**config.mk**
```make
export PLATFORM = sky130hd
export DESIGN_NAME = muldiv_unit_flat
export DESIGN_NICKNAME = d
export VERILOG_FILES = /design/src/rtl/muldiv_unit_if.sv /design/src/rtl/muldiv_unit.sv /design/src/flat_wrapper.sv
export SDC_FILE = /design/constraint.sdc
export NUM_CORES = 1
export LEC_CHECK = 0
export ABC_AREA = 1
export CORE_MARGIN = 2
export CORE_UTILIZATION = 35
export CTS_CLUSTER_DIAMETER = 40
export DETAILED_ROUTE_END_ITERATION = 12
export DONT_BUFFER_PORTS = 1
export GPL_ROUTABILITY_DRIVEN = 0
export GPL_TIMING_DRIVEN = 1
export HOLD_SLACK_MARGIN = 0.08
export SETUP_SLACK_MARGIN = 0.2
export SLEW_MARGIN = 10
export SYNTH_ARGS = -nofsm -noshare
export SYNTH_HDL_FRONTEND = slang
export SYNTH_SLANG_ARGS = --single-unit
```
**constraint.sdc**
```tcl
create_clock -name clk -period 7.6 [get_ports clk]
set_input_delay 1.52 -clock clk [delete_from_list [all_inputs] [get_ports clk]]
set_output_delay 1.52 -clock clk [all_outputs]
set_load 0.01 [all_outputs]
```
**src/rtl/muldiv_unit_if.sv**
```systemverilog
// muldiv_unit_if: EX-stage request/response bundle for the multi-cycle RV32M unit
interface muldiv_unit_if #(parameter int XLEN = 32);
  logic md_valid, md_ready, flush, md_busy, md_done;
  logic [2:0] md_op;
  logic [XLEN-1:0] op_A, op_B, md_o;
  modport master (output md_valid, md_op, op_A, op_B, flush, input md_ready, md_busy, md_done, md_o);
  modport slave (input md_valid, md_op, op_A, op_B, flush, output md_ready, md_busy, md_done, md_o);
endinterface

```
**src/rtl/muldiv_unit.sv**
```systemverilog
// muldiv_unit: multi-cycle RV32M multiply/divide on one shift-add / restoring-subtract datapath
module muldiv_unit #(parameter int XLEN = 32) (
  input logic clk,
  input logic rstn,
  muldiv_unit_if.slave md
);
  localparam int CW = $clog2(XLEN);
  typedef enum logic [1:0] {IDLE, CALC, DONE} state_t;
  state_t state, state_n;
  logic [2:0] op;
  logic neg_a, neg_b, special, done, accept;
  logic a_signed, b_signed, in_neg_a, in_neg_b, div_zero, div_ovf;
  logic [CW-1:0] cnt;
  logic [2*XLEN-1:0] acc, acc_n, prod;
  logic [XLEN-1:0] opb, last, rem, quo, result, abs_a, abs_b;
  logic [XLEN:0] sum, shifted, diff;
  always_comb begin
    a_signed = !(md.md_op[0] & (md.md_op[1] | md.md_op[2]));
    b_signed = md.md_op[2] ? !md.md_op[0] : !md.md_op[1];
    in_neg_a = a_signed & md.op_A[XLEN-1];
    in_neg_b = b_signed & md.op_B[XLEN-1];
    abs_a = in_neg_a ? -md.op_A : md.op_A;
    abs_b = in_neg_b ? -md.op_B : md.op_B;
    div_zero = md.md_op[2] & (md.op_B == '0);
    div_ovf = md.md_op[2] & !md.md_op[0] & (md.op_A == {1'b1, {(XLEN-1){1'b0}}}) & (&md.op_B);
    accept = md.md_valid & (state == IDLE) & !md.flush;
  end
  // acc holds {hi, multiplier} for multiplies and {remainder, quotient} for divides
  always_comb begin
    sum = {1'b0, acc[2*XLEN-1:XLEN]} + (acc[0] ? {1'b0, opb} : '0);
    shifted = acc[2*XLEN-1:XLEN-1];
    diff = shifted - {1'b0, opb};
    acc_n = !op[2] ? {sum, acc[XLEN-1:1]} :
            diff[XLEN] ? {shifted[XLEN-1:0], acc[XLEN-2:0], 1'b0} : {diff[XLEN-1:0], acc[XLEN-2:0], 1'b1};
    prod = (neg_a ^ neg_b) ? -acc : acc;
    quo = (neg_a ^ neg_b) ? -acc[XLEN-1:0] : acc[XLEN-1:0];
    rem = neg_a ? -acc[2*XLEN-1:XLEN] : acc[2*XLEN-1:XLEN];
    result = !op[2] ? (op[1:0] == 2'd0 ? prod[XLEN-1:0] : prod[2*XLEN-1:XLEN]) : op[1] ? rem : quo;
  end
  // specials spend one CALC cycle so their pulse lands one cycle after accept
  always_comb begin
    state_n = md.flush ? IDLE :
              state == IDLE ? (accept ? CALC : IDLE) :
              state == CALC ? ((special || cnt == CW'(XLEN-1)) ? DONE : CALC) : IDLE;
  end
  always_ff @(posedge clk or negedge rstn)
    if (!rstn) begin
      state <= IDLE;
      op <= '0;
      neg_a <= 1'b0;
      neg_b <= 1'b0;
      special <= 1'b0;
      cnt <= '0;
      acc <= '0;
      opb <= '0;
      last <= '0;
    end else begin
      state <= state_n;
      if (accept) begin
        op <= md.md_op;
        special <= div_zero | div_ovf;
        neg_a <= in_neg_a & !(div_zero | div_ovf);
        neg_b <= in_neg_b & !(div_zero | div_ovf);
        cnt <= '0;
        opb <= md.md_op[2] ? abs_b : abs_a;
        acc <= div_zero ? {md.op_A, {XLEN{1'b1}}} :
               div_ovf ? {{XLEN{1'b0}}, md.op_A} :
               {{XLEN{1'b0}}, md.md_op[2] ? abs_a : abs_b};
      end else if (state == CALC && !special) begin
        acc <= acc_n;
        cnt <= cnt + 1'b1;
      end
      if (done) last <= result;
    end
  assign done = (state == DONE) & !md.flush;
  assign md.md_done = done;
  assign md.md_ready = state == IDLE;
  assign md.md_busy = state != IDLE;
  assign md.md_o = done ? result : last;
endmodule

```
**src/flat_wrapper.sv**
```systemverilog
// flat-port wrapper written by rule: the top's interface ports become plain ports
module muldiv_unit_flat 
#(parameter int XLEN = 32)
  (clk, rstn, md_md_valid, md_md_op, md_op_A, md_op_B, md_flush, md_md_ready, md_md_busy, md_md_done, md_md_o);
  muldiv_unit_if #(.XLEN(XLEN)) md_i ();
  input logic clk;
  input logic rstn;
  input wire logic [$bits(md_i.md_valid)-1:0] md_md_valid;
  input wire logic [$bits(md_i.md_op)-1:0] md_md_op;
  input wire logic [$bits(md_i.op_A)-1:0] md_op_A;
  input wire logic [$bits(md_i.op_B)-1:0] md_op_B;
  input wire logic [$bits(md_i.flush)-1:0] md_flush;
  output wire logic [$bits(md_i.md_ready)-1:0] md_md_ready;
  output wire logic [$bits(md_i.md_busy)-1:0] md_md_busy;
  output wire logic [$bits(md_i.md_done)-1:0] md_md_done;
  output wire logic [$bits(md_i.md_o)-1:0] md_md_o;
  assign md_i.md_valid = md_md_valid;
  assign md_i.md_op = md_md_op;
  assign md_i.op_A = md_op_A;
  assign md_i.op_B = md_op_B;
  assign md_i.flush = md_flush;
  assign md_md_ready = md_i.md_ready;
  assign md_md_busy = md_i.md_busy;
  assign md_md_done = md_i.md_done;
  assign md_md_o = md_i.md_o;
  muldiv_unit #(.XLEN(XLEN)) u_core (.clk(clk), .rstn(rstn), .md(md_i));
endmodule
```
Word level (Yosys, flattened, before mapping)
Cells that the tools add are included.
{"block": "classes", "n_addsub": 8, "n_mul": 0, "div": 0, "n_lt_le_gt_ge": 0, "n_eq_ne": 4, "n_shift": 0, "n_mux": 26, "bitwise_logic": 15, "n_reduce_logical": 14}
{"cell": "$mux 32", "n": 12}
{"cell": "$mux 64", "n": 6}
{"cell": "$neg 32->32", "n": 4}
{"cell": "$neg 64->64", "n": 1}
{"cell": "$add 32x33->33", "n": 1}
{"cell": "$sub 33x32->33", "n": 1}
{"cell": "$eq 32x32->1 const B", "n": 1}
{"cell": "$logic_not 32->1", "n": 1}
{"cell": "$reduce_and 32->1", "n": 1}
{"cell": "$and 1x1->1", "n": 12}
{"cell": "$mux 5", "n": 2}
{"cell": "$mux 2", "n": 4}
{"cell": "$logic_not 1->1", "n": 6}
{"cell": "$add 5x1->5 const B", "n": 1}
{"cell": "$eq 5x5->1 const B", "n": 1}
{"cell": "$logic_not 2->1", "n": 2}
{"cell": "$reduce_bool 2->1", "n": 2}
{"cell": "$eq 2x1->1 const B", "n": 1}
{"cell": "$eq 2x2->1 const B", "n": 1}
{"cell": "$mux 1", "n": 2}
{"cell": "$or 1x1->1", "n": 2}
{"cell": "$logic_and 1x1->1", "n": 1}
{"cell": "$logic_or 1x1->1", "n": 1}
{"cell": "$xor 1x1->1", "n": 1}
{"block": "word_totals", "reg_bits": 141, "latchBits": 0, "mem_bits_rw": 0, "rom_bits": 0, "input_bits": 71, "out_inout_bits": 35, "wordCells": 76, "memories": 0}

Depth between registers and ports, before layout
{"block": "depth", "depth_word": 9, "depth_mapped": 21}

Worst setup path before layout
OpenSTA, ideal clock, no wires.
{"block": "synth_path", "path_type": "input port to output port", "from": "in md_flush", "to": "out md_md_o[13]", "arrival_ps": 2647, "setup_slack_ps": 3433, "stages": 7, "path_cell_list": "inv_1 -> nand3_1 -> inv_1 -> clkbuf_1 -> buf_1 -> nand2_1 -> nand2_1"}
{"block": "synth_between", "elab_chain_len": 3}
{"element": "from (decl)", "line_no": "flat_wrapper.sv:12", "text": "input wire logic [$bits(md_i.flush)-1:0] md_flush;"}
{"element": "$logic_not 1->1", "line_no": "muldiv_unit.sv:75", "text": "assign done = (state == DONE) & !md.flush;"}
{"element": "$and 1x1->1", "line_no": "muldiv_unit.sv:75"}
{"element": "via md_md_done", "line_no": "flat_wrapper.sv:15", "text": "output wire logic [$bits(md_i.md_done)-1:0] md_md_done;"}
{"element": "$mux 32", "line_no": "muldiv_unit.sv:79", "text": "assign md.md_o = done ? result : last;"}
{"element": "to (decl)", "line_no": "flat_wrapper.sv:16", "text": "output wire logic [$bits(md_i.md_o)-1:0] md_md_o;"}
The timed path passes the listed nets, and every way through them passes these cells.

Worst setup path in the final report
{"block": "layout_path", "from": "reg u_core.acc[0]", "to": "out md_md_o[8]"}
{"block": "layout_between", "elab_chain_len": 5}
{"element": "from (decl)", "line_no": "muldiv_unit.sv:14", "text": "logic [2*XLEN-1:0] acc, acc_n, prod;"}
{"element": "from (signal assigned)", "line_no": "muldiv_unit.sv:66", "text": "acc <= div_zero ? {md.op_A, {XLEN{1'b1}}} :"}
{"element": "from (signal assigned)", "line_no": "muldiv_unit.sv:70", "text": "acc <= acc_n;"}
{"element": "$neg 64->64 or $neg 32->32 (tied branches)", "line_no": "muldiv_unit.sv:35, muldiv_unit.sv:36"}
{"element": "$mux 64 or $mux 32 (tied branches)", "line_no": "muldiv_unit.sv:35, muldiv_unit.sv:36"}
{"element": "$mux 32", "line_no": "muldiv_unit.sv:38", "text": "result = !op[2] ? (op[1:0] == 2'd0 ? prod[XLEN-1:0] : prod[2*XLEN-1:XLEN]) : op[1] ? rem : quo;"}
{"element": "$mux 32 *", "line_no": "muldiv_unit.sv:38"}
{"element": "$mux 32 *", "line_no": "muldiv_unit.sv:79"}
Every way passes the cells marked *; elsewhere a longest branch is shown, timed or not.

==> impl_metrics.csv <==
group,metric,value,unit
drt,drc,0,
yosys,synth-seq-cells,141,
yosys,syn_area,0.0177,mm2
clocking,cts_tree,"done",
setup_path,crit_path_cell_trace,"inv_2 > ha_1 > nand3_1 > nor2_1 > nand3_1 > o21ai_1 > nand2_1 > o21ai_0 > a21oi_1 > o21ai_0 > a21boi_0",
sta,drv_slew,0,
clocking,cts_buffer_depth,2,
yosys,synth_edf_count,0,
clocking,cts_buffers,17,
setup_path,cp-end-kind,"primary output",
final_layout,final_cell_mix,"nand2_1 (1021), inv_1 (392), nor2_1 (304)",
sta,finalSetupViolations,0,
final_layout,drive_gt1_share,4.16,%
final_layout,n_antenna_cell,0,
clocking,post_cts_resized,0,
sta,worst_slack,2.18,ns
final_layout,nets,3162,
yosys,synthesis.nets,3233,
pwr,power_leakage,9.76,nW
drt,wl_per_cell,20.4,um
yosys,ys_types,54,
global_route,track_usage,28.3,%
yosys,yosysWarnings,0,
pwr,ir_drop,235,uV
clocking,clock-root-buffer,"clkbuf_16",
final_layout,finish.utilization,37.7,%
setup_path,criticalPathCategory,"reg -> out",
die,start_util,35.3,%
clocking,cts_setup_buffers,0,
sta,finalSetupTns,0,ns
drt,drt_iter0_markers,2748,
final_layout,area_growth,6.77,%
drt,vias,20600,
setup_path,worstSetupEndpoint,"md_md_o[8]",
place,dp_hpwl,59.5,mm
setup_path,crit_buf_inv,1,
die,core,0.0500,mm2
pwr,p_per_area,417,mW/mm2
sta,worst_slew_pin_slew,1.27,ns
setup_path,ff2ff_path_depth,16,
hold_path,hold_class,"reg -> reg",
setup_path,crit_family,"flip-flops",
final_layout,final_common_cell,"nand2_1",
setup_path,rr_startpoint,"u_core.acc[0]",
clocking,clock_sink_count,141,
sta,slew_headroom,15.7,%
sta,fin_skew,0.0273,ns
die,ios,106,
die,die_height,229,um
clocking,clkSlewWorstSetupHoldPaths,0.07,ns
setup_path,crit_path_top_delay_cell,"dfrtp_1",
die,die-width,229,um
clocking,clk_latency,0.48,ns
sta,period_needed,5.42,ns
setup_path,crit_start,"u_core.acc[0]",
global_route,grt_pass1_wl,114,mm
setup_path,cp_num_cells,11,
yosys,seq_area_frac_synth,20.0,%
drt,via_per_inst,5.55,
global_route,overflow,0,
place,placed_area,0.0182,mm2
setup_path,critical_path.max_fanout,34,
outcome,status,"complete, no violations",
die,die-area,0.0523,mm2
sta,fin_crit_sh,71.3,%
yosys,synthCells,3089,
setup_path,rrSetupSlack,3.66,ns
yosys,async_reset_ff_share,100,%
place,port_buffers,0,
run,drv_cap,0,
die,core.rowCount,82,
setup_path,r2r_end,"u_core.acc[56]",
place,place_ws,2.81,ns
drt,first_pass_iters,7,
global_route,grt_antenna_before_repair,0,
clocking,ctsHoldBuffers,0,
drt,ant_nets,0,
global_route,grt_max_degree,142,
setup_path,worstPathRequired,6.08,ns
setup_path,max_stage_delay,1.18,ns
global_route,grt_pass1_vias,18500,
setup_path,critPathLaunchType,"flip-flop",
final_layout,fillers,5590,
final_layout,final_area,0.0189,mm2
yosys,synth_ff_type,"dfrtp_1",
pwr,p_total,7.86,mW
setup_path,worst_ep_arrival_time,3.90,ns
yosys,syn_avg_cell_area,5.72,um2
clocking,htreeDepth,4,
sta,rsz0062_at_grt,"false",
drt,wirelength,75.6,mm
sta,hold_viol_final,0,
sta,fmax,185,MHz
## registers in the layout (all words and copies together) (netlist names)
name,count
u_core.acc,64
u_core.cnt,5
u_core.last,32
u_core.neg_a,1
u_core.neg_b,1
u_core.op,3
u_core.opb,32
u_core.special,1
u_core.state,2
## cell families (layout without fill, tap and decap cells)
| family | after synthesis | in the layout | share of synthesized area, % |
|---|---|---|---|
| flip-flops | 141 | 141 | 20.0 |
| AND/OR/NAND/NOR | 1755 | 1755 | 41.3 |
| buffers and inverters | 515 | 457 | 11.3 |
| XOR/XNOR | 107 | 107 | 5.35 |
| AO/OA/AOI/OAI | 498 | 498 | 16.8 |
| adder cells (fa/ha/maj) | 73 | 73 | 5.26 |
## worst min-delay path by stage
stage                               from               to  slack, ns  cells past startpoint
after floorplan           u_core.special  u_core.state[0]       0.45                      1
after global placement    u_core.special  u_core.state[0]       0.48                      1
after detailed placement  u_core.special  u_core.state[0]       0.48                      1
after CTS                 u_core.special  u_core.state[0]       0.49                      1
after global routing      u_core.special  u_core.state[0]       0.52                      1
final                     u_core.special  u_core.state[0]       0.50                      1
## per-layer routing
metal  track usage, %  up-vias  part of all wire, %
met3             6.49      198                   12
met1             39.4     9241                   42
li1                 -     9864                    -
met4             13.7        0                  5.2
met5                0        -                    0
met2             41.1     1252                   41
## synth_stat cells (9+ instances only)
cell | number | share of area, %
o211ai_1 | 36 | 1.5
nand2_1 | 1021 | 22
a221oi_1 | 22 | 1.1
or2_2 | 27 | 0.96
xnor2_1 | 13 | 0.64
nand4_1 | 34 | 1.2
ha_1 | 71 | 5.0
a21oi_1 | 163 | 4.6
buf_2 | 19 | 0.54
o221ai_1 | 11 | 0.55
nor3_1 | 27 | 0.77
dfrtp_1 | 141 | 20
buf_1 | 9 | 0.19
o21ai_0 | 173 | 4.9
nand3_1 | 286 | 8.1
nand2_2 | 9 | 0.32
nor2_1 | 308 | 6.5
nand3b_1 | 15 | 0.64
inv_1 | 393 | 8.4
a22oi_1 | 18 | 0.77
clkbuf_1 | 77 | 1.6
xor2_1 | 93 | 4.6
## through the flow
step	cells	hold slack [ns]
after floorplan	3089	0.453
after global placement	3671	0.479
after detailed placement	3671	0.477
after CTS	3703	0.491
after global routing	3703	0.520
final	3703	0.496
## cell type report
cell class / count / area, um2 / area share, %
Sequential cell: 141 / 3530 / 18.7
Tap cell: 672 / 841 / 4.46
Clock buffer: 20 / 467 / 2.48
Timing Repair Buffer: 21 / 158 / 0.836
Clock inverter: 12 / 173 / 0.916
Inverter: 404 / 1520 / 8.04
Multi-Input combinational cell: 2433 / 12200 / 64.5
## where the power goes
part / internal [mW] / total [mW] / switching (mW)
logic: 1.64 / 5.26 / 3.62
clock network: 0.552 / 0.953 / 0.401
registers: 1.04 / 1.64 / 0.598
No activity file was read; power rests on OpenSTA's default activity.
